--- src/rtl/axi_lite_master.sv ---
`timescale 1ns/1ps
// axi_lite_master
// Single-outstanding AXI4-Lite master. Converts a simple command/response
// handshake into one AXI4-Lite write (AW+W, then B) or read (AR, then R)
// transaction at a time, with an optional per-transaction abort timeout.
//
// Ports
//   m_axi_aclk, m_axi_areset : clock, asynchronous active-high reset
//   cmd_*                    : command in (valid/ready, write, addr, wdata, wstrb)
//   rsp_*                    : response out (valid/ready, rdata, resp, timeout)
//   busy                     : high whenever the FSM is not IDLE
//   m_axi_*                  : AXI4-Lite master channels AW, W, B, AR, R
//
// Every output is a flop: the next-state process computes next values for
// the outputs together with the state, and one register process stores them.
module axi_lite_master #(
    parameter int C_M_AXI_DATA_WIDTH = 32,
    parameter int C_M_AXI_ADDR_WIDTH = 4,
    parameter int C_TIMEOUT_CYCLES   = 256
) (
    input  logic                            m_axi_aclk,
    input  logic                            m_axi_areset,
    // command interface
    input  logic                            cmd_valid,
    output logic                            cmd_ready,
    input  logic                            cmd_write,
    input  logic [C_M_AXI_ADDR_WIDTH-1:0]   cmd_addr,
    input  logic [C_M_AXI_DATA_WIDTH-1:0]   cmd_wdata,
    input  logic [C_M_AXI_DATA_WIDTH/8-1:0] cmd_wstrb,
    // response interface
    output logic                            rsp_valid,
    input  logic                            rsp_ready,
    output logic [C_M_AXI_DATA_WIDTH-1:0]   rsp_rdata,
    output logic [1:0]                      rsp_resp,
    output logic                            rsp_timeout,
    output logic                            busy,
    // AXI4-Lite write address
    output logic [C_M_AXI_ADDR_WIDTH-1:0]   m_axi_awaddr,
    output logic [2:0]                      m_axi_awprot,
    output logic                            m_axi_awvalid,
    input  logic                            m_axi_awready,
    // AXI4-Lite write data
    output logic [C_M_AXI_DATA_WIDTH-1:0]   m_axi_wdata,
    output logic [C_M_AXI_DATA_WIDTH/8-1:0] m_axi_wstrb,
    output logic                            m_axi_wvalid,
    input  logic                            m_axi_wready,
    // AXI4-Lite write response
    input  logic [1:0]                      m_axi_bresp,
    input  logic                            m_axi_bvalid,
    output logic                            m_axi_bready,
    // AXI4-Lite read address
    output logic [C_M_AXI_ADDR_WIDTH-1:0]   m_axi_araddr,
    output logic [2:0]                      m_axi_arprot,
    output logic                            m_axi_arvalid,
    input  logic                            m_axi_arready,
    // AXI4-Lite read data
    input  logic [C_M_AXI_DATA_WIDTH-1:0]   m_axi_rdata,
    input  logic [1:0]                      m_axi_rresp,
    input  logic                            m_axi_rvalid,
    output logic                            m_axi_rready
);

    localparam int STRB_W = C_M_AXI_DATA_WIDTH / 8;
    // Keep the counter at least one bit wide even when the timeout is disabled.
    localparam int CNT_W  = (C_TIMEOUT_CYCLES < 1) ? 1 : $clog2(C_TIMEOUT_CYCLES + 1);
    localparam bit              TO_EN  = (C_TIMEOUT_CYCLES != 0);
    localparam logic [CNT_W-1:0] TO_MAX = CNT_W'(C_TIMEOUT_CYCLES);

    typedef enum logic [2:0] {
        IDLE,
        WR,
        WR_RESP,
        RD_ADDR,
        RD_DATA,
        RESP
    } state_t;

    state_t                    state, state_d;
    logic [CNT_W-1:0]          cnt, cnt_d, cnt_inc;
    logic                      to_hit;
    logic                      aw_pend, w_pend;

    logic                      cmd_ready_d, rsp_valid_d, rsp_timeout_d, busy_d;
    logic [C_M_AXI_DATA_WIDTH-1:0] rsp_rdata_d, wdata_d;
    logic [1:0]                rsp_resp_d;
    logic [C_M_AXI_ADDR_WIDTH-1:0] awaddr_d, araddr_d;
    logic [STRB_W-1:0]         wstrb_d;
    logic                      awvalid_d, wvalid_d, bready_d, arvalid_d, rready_d;

    assign m_axi_awprot = 3'b000;
    assign m_axi_arprot = 3'b000;

    // Saturating count of cycles spent waiting on the slave. Once saturated,
    // any later phase that is still waiting aborts on its next cycle.
    assign cnt_inc = (cnt == TO_MAX) ? cnt : cnt + CNT_W'(1);
    assign to_hit  = TO_EN && (cnt_inc == TO_MAX);

    // AW and W retire independently; a channel is pending while its valid is
    // up and the slave has not taken it this cycle.
    assign aw_pend = m_axi_awvalid && !m_axi_awready;
    assign w_pend  = m_axi_wvalid  && !m_axi_wready;

    always_comb begin
        state_d       = state;
        cnt_d         = cnt;
        cmd_ready_d   = cmd_ready;
        rsp_valid_d   = rsp_valid;
        rsp_rdata_d   = rsp_rdata;
        rsp_resp_d    = rsp_resp;
        rsp_timeout_d = rsp_timeout;
        awaddr_d      = m_axi_awaddr;
        araddr_d      = m_axi_araddr;
        wdata_d       = m_axi_wdata;
        wstrb_d       = m_axi_wstrb;
        awvalid_d     = m_axi_awvalid;
        wvalid_d      = m_axi_wvalid;
        bready_d      = m_axi_bready;
        arvalid_d     = m_axi_arvalid;
        rready_d      = m_axi_rready;

        unique case (state)
            IDLE: begin
                cmd_ready_d = 1'b1;
                if (cmd_valid && cmd_ready) begin
                    cmd_ready_d = 1'b0;
                    cnt_d       = '0;
                    awaddr_d    = cmd_addr;
                    araddr_d    = cmd_addr;
                    wdata_d     = cmd_wdata;
                    wstrb_d     = cmd_wstrb;
                    if (cmd_write) begin
                        awvalid_d = 1'b1;
                        wvalid_d  = 1'b1;
                        state_d   = WR;
                    end else begin
                        arvalid_d = 1'b1;
                        state_d   = RD_ADDR;
                    end
                end
            end

            WR: begin
                cnt_d     = cnt_inc;
                awvalid_d = aw_pend;
                wvalid_d  = w_pend;
                if (!aw_pend && !w_pend) begin
                    bready_d = 1'b1;
                    state_d  = WR_RESP;
                end else if (to_hit) begin
                    awvalid_d     = 1'b0;
                    wvalid_d      = 1'b0;
                    rsp_valid_d   = 1'b1;
                    rsp_resp_d    = 2'b11;
                    rsp_timeout_d = 1'b1;
                    rsp_rdata_d   = '0;
                    state_d       = RESP;
                end
            end

            WR_RESP: begin
                cnt_d = cnt_inc;
                if (m_axi_bvalid) begin
                    bready_d      = 1'b0;
                    rsp_valid_d   = 1'b1;
                    rsp_resp_d    = m_axi_bresp;
                    rsp_timeout_d = 1'b0;
                    rsp_rdata_d   = '0;
                    state_d       = RESP;
                end else if (to_hit) begin
                    bready_d      = 1'b0;
                    rsp_valid_d   = 1'b1;
                    rsp_resp_d    = 2'b11;
                    rsp_timeout_d = 1'b1;
                    rsp_rdata_d   = '0;
                    state_d       = RESP;
                end
            end

            RD_ADDR: begin
                cnt_d = cnt_inc;
                if (m_axi_arready) begin
                    arvalid_d = 1'b0;
                    rready_d  = 1'b1;
                    state_d   = RD_DATA;
                end else if (to_hit) begin
                    arvalid_d     = 1'b0;
                    rsp_valid_d   = 1'b1;
                    rsp_resp_d    = 2'b11;
                    rsp_timeout_d = 1'b1;
                    rsp_rdata_d   = '0;
                    state_d       = RESP;
                end
            end

            RD_DATA: begin
                cnt_d = cnt_inc;
                if (m_axi_rvalid) begin
                    rready_d      = 1'b0;
                    rsp_valid_d   = 1'b1;
                    rsp_resp_d    = m_axi_rresp;
                    rsp_timeout_d = 1'b0;
                    rsp_rdata_d   = m_axi_rdata;
                    state_d       = RESP;
                end else if (to_hit) begin
                    rready_d      = 1'b0;
                    rsp_valid_d   = 1'b1;
                    rsp_resp_d    = 2'b11;
                    rsp_timeout_d = 1'b1;
                    rsp_rdata_d   = '0;
                    state_d       = RESP;
                end
            end

            RESP: begin
                // Counter is frozen here: a slow consumer never times out.
                if (rsp_ready) begin
                    rsp_valid_d = 1'b0;
                    cmd_ready_d = 1'b1;
                    state_d     = IDLE;
                end
            end

            default: begin
                state_d = IDLE;
            end
        endcase

        busy_d = (state_d != IDLE);
    end

    always_ff @(posedge m_axi_aclk or posedge m_axi_areset) begin
        if (m_axi_areset) begin
            state         <= IDLE;
            cnt           <= '0;
            cmd_ready     <= 1'b0;
            rsp_valid     <= 1'b0;
            rsp_rdata     <= '0;
            rsp_resp      <= 2'b00;
            rsp_timeout   <= 1'b0;
            busy          <= 1'b0;
            m_axi_awaddr  <= '0;
            m_axi_araddr  <= '0;
            m_axi_wdata   <= '0;
            m_axi_wstrb   <= '0;
            m_axi_awvalid <= 1'b0;
            m_axi_wvalid  <= 1'b0;
            m_axi_bready  <= 1'b0;
            m_axi_arvalid <= 1'b0;
            m_axi_rready  <= 1'b0;
        end else begin
            state         <= state_d;
            cnt           <= cnt_d;
            cmd_ready     <= cmd_ready_d;
            rsp_valid     <= rsp_valid_d;
            rsp_rdata     <= rsp_rdata_d;
            rsp_resp      <= rsp_resp_d;
            rsp_timeout   <= rsp_timeout_d;
            busy          <= busy_d;
            m_axi_awaddr  <= awaddr_d;
            m_axi_araddr  <= araddr_d;
            m_axi_wdata   <= wdata_d;
            m_axi_wstrb   <= wstrb_d;
            m_axi_awvalid <= awvalid_d;
            m_axi_wvalid  <= wvalid_d;
            m_axi_bready  <= bready_d;
            m_axi_arvalid <= arvalid_d;
            m_axi_rready  <= rready_d;
        end
    end

endmodule

--- config.mk ---
export PLATFORM = sky130hd
export DESIGN_NAME = axi_lite_master
export DESIGN_NICKNAME = d
export VERILOG_FILES = /design/src/rtl/axi_lite_master.sv
export SDC_FILE = /design/constraint.sdc
export NUM_CORES = 1
export LEC_CHECK = 0
export BUFFER_PORTS_ARGS = -buffer_cell sky130_fd_sc_hd__buf_2
export CAP_MARGIN = 5
export CORE_AREA = 2 2 73 145
export DETAILED_ROUTE_END_ITERATION = 8
export DIE_AREA = 0 0 75 147
export PLACE_DENSITY = 0.75
export SYNTH_ARGS = -nofsm -noshare
export SYNTH_HDL_FRONTEND = slang
export SYNTH_SLANG_ARGS = --single-unit
--- constraint.sdc ---
create_clock -name m_axi_aclk -period 3.7 [get_ports m_axi_aclk]
set_clock_uncertainty 0.1 [all_clocks]
set_input_delay 1.11 -clock m_axi_aclk [delete_from_list [all_inputs] [get_ports m_axi_aclk]]
set_output_delay 1.11 -clock m_axi_aclk [all_outputs]
set_load 0.005 [all_outputs]
==> reports/metrics.yaml <==
grt_usage_pct: 17.0
drive_gt1_share_pct: 48.6
path_clk_slew_ns: 0.07
crit_fanout: 32
core.rowCount: 52
p_leak_uw: 0.00270
drt_iter0_markers: 132
worst_hold_path_type: "reg2reg"
reg2regPathDepth: 9
timing.final.crit_share_pct: 76.1
grtUsageMet3_pct: 4.87
tns_ns: 0
grt_pass1_wl_um: 14600
route.detailed.drc: 0
critPathKind: "reg2reg"
min_to: "m_axi_bready"
slew-limit-headroom_pct: 20.3
ys.warnings.count: 0
postCtsSetupBuffers: 0
finalSetupViolCount: 0
tightest_slew_ns: 1.20
timing.rr.end: "rsp_rdata[3]"
placed_cells: 621
status: "complete, no violations"
hold_buffers: 0
antenna_found_initial: 0
period_minus_slack_ns: 2.81
wire_per_inst_um: 14.5
yosys.area.top_type: "dfrtp_1"
layout-area-overhead-vs-synth_pct: 28.5
p_per_area_nw_per_um2: 824
rr_startpoint: "cnt[0]"
maxSlewViolCount: 0
gp_congestion: 0.884
maxCapViolations: 0
hp-start: "m_axi_bready"
coreArea_um2: 9950
grt-busiest-layer: "met2"
netlist_instances: 335
final_cells: 637
initial_utilization_pct: 42.2
use_met1_pct: 24.1
cts_buffers: 9
dr.pass1.iters: 4
ys_seq_area_share_pct: 56.6
root_buffer: "clkbuf_16"
min_path_cells: 1
reg2reg_slack_ns: 0.89
finalHoldViolCount: 0
insertion_delay_ns: 0.34
yosys-top-cells-area: "dfrtp_1 57%, mux2_2 11%, a22o_1 7.5%"
die_h_um: 147
cts_max_level: 3
grt_pass1_vias: 3153
cp-start-kind: "register"
viasPerCell: 5.09
arrival_ns: 2.94
n_fill_cell: 855
ys_types: 46
required_ns: 3.83
cts.path.max_buffers: 2
rsz0062_at_grt: "no"
ys_ff_latch: 95
synth.avg_cell_area_um2: 12.5
port_buffers: 172
yosys.area.top_type_share_pct: 56.6
ant_nets: 0
ios: 179
fp.dieArea_um2: 11000
dp_hpwl_um: 6800
grt_overflow: 0
cts_tree: "built"
met2_usage_pct: 24.2
vias: 3240
cts.repair.resized: 0
grt_max_degree: 57
syn_area_um2: 4200
diodes: 0
fmax_ghz: 0.355
nNetsFinal: 585
fp.dieW_um: 75
ir_drop_mv: 0.450
end_kind: "register"
cts_sinks: 95
drt_wl_total_um: 9210
[flip-flops by register name, summed over array words and instances (netlist names)]
| register | flops |
|---|---|
| rsp_resp | 2 |
| m_axi_araddr | 4 |
| m_axi_arvalid | 1 |
| rsp_rdata | 32 |
| rsp_valid | 1 |
| rsp_timeout | 1 |
| m_axi_wstrb | 4 |
| cnt | 9 |
| m_axi_awvalid | 1 |
| cmd_ready | 1 |
| m_axi_wdata | 32 |
| m_axi_bready | 1 |
| state | 3 |
| m_axi_wvalid | 1 |
| busy | 1 |
| m_axi_rready | 1 |
[logic make-up after synthesis]
group | synth area share [%]
compound gates | 16.1
flops | 56.6
fa+ha+maj | 0.596
other cells | 0.0894
xor+xnor | 1.43
buf+inv | 5.37
mux | 11.3
simple gates | 8.53
[placed cells by master (no fill, tap or decap), drive strengths merged, types with 2 or more instances in the layout]
cell type	instances
and3	6
or3	2
conb	6
nand3	6
clkbuf	10
nor2	15
ha	2
nor2b	3
nand2	13
dfrtp	95
o21a	2
a211oi	3
mux2	42
clkinv	3
nand2b	4
o31ai	3
a21oi	14
nor3	4
a32oi	2
buf	177
a31oi	2
a22o	36
o22ai	4
o21ai	15
xnor2	6
nor4	2
inv	9
and4	2
nor4b	2
[critical path, stage by stage (launching register included)]
cell and delay, ns:
dfrtp_1 0.42, inv_1 0.13, ha_1 0.17, nor4b_4 0.25, nand2_1 0.11, a22o_1 0.27, nor4_4 0.64, o22ai_2 0.11
buf_4 0.27, a22o_1 0.22
[layout make-up]
cell class	instances	area (um^2)	share of cell area (%)
Clock buffer	10	239	4.43
Clock inverter	6	51.3	0.951
Inverter	6	25.0	0.464
Multi-Input combinational cell	208	1620	30.0
Sequential cell	95	2380	44.1
Tap cell	135	169	3.13
Timing Repair Buffer	177	911	16.9
[Yosys cell counts, drive strengths merged]
library cell  instances
dfrtp                95
mux2                 42
a22o                 36
buf                  24
nor2                 15
o21ai                15
a21oi                14
nand2                13
clkbuf                7
and3                  6
inv                   6
nand3                 6
xnor2                 6
nand2b                4
nor3                  4
o22ai                 4
a211oi                3
nor2b                 3
o31ai                 3
a31oi                 2
a32oi                 2
and4                  2
ha                    2
nor4                  2
nor4b                 2
o21a                  2
or3                   2
a21o                  1
a221o                 1
a22oi                 1
a2bb2oi               1
a311oi                1
a31o                  1
a41oi                 1
conb                  1
nor3b                 1
o211a                 1
o211ai                1
o221ai                1
or3b                  1
[worst max path at each step]
stage                       from              end  slack, ns
finish                    cnt[0]     rsp_rdata[3]       0.89
global route            state[0]   m_axi_wdata[1]       0.70
CTS                       cnt[0]     rsp_rdata[3]       0.88
detailed placement     cmd_valid   m_axi_wdata[1]       0.81
floorplan           m_axi_areset             busy       0.01
global placement       cmd_valid  m_axi_araddr[2]       0.83
[per-stage QoR]
| stage | util (%) | hold slack (ns) | instance area [um^2] | setup WS [ns] | power [uW] |
|---|---|---|---|---|---|
| final | 54.2 | 0.390 | 5390 | 0.886 | 4440 |
| after floorplan | - | 0.386 | 4220 | 0.0130 | 2920 |
| after global routing | 54.2 | 0.408 | 5390 | 0.703 | 4780 |
| after detailed placement | 51.3 | 0.379 | 5100 | 0.810 | 3590 |
| after CTS | 54.2 | 0.395 | 5390 | 0.879 | 4490 |
| after global placement | 51.3 | 0.372 | 5100 | 0.825 | 3550 |
[power by group]
group | total, uW | internal [uW] | switching (uW)
clock network | 879 | 484 | 395
logic | 1770 | 934 | 833
registers | 1800 | 1490 | 307
total | 4440 | 2910 | 1530
[per-layer routing]
metal	vias to the layer above	share of wire [%]	routed length, um
met1	1509	44	4030
met4	0	1.8	163
met5	-	0	0
met2	174	44	4080
li1	1542	-	-
met3	15	10	933
(Power assumes the default switching activity.)
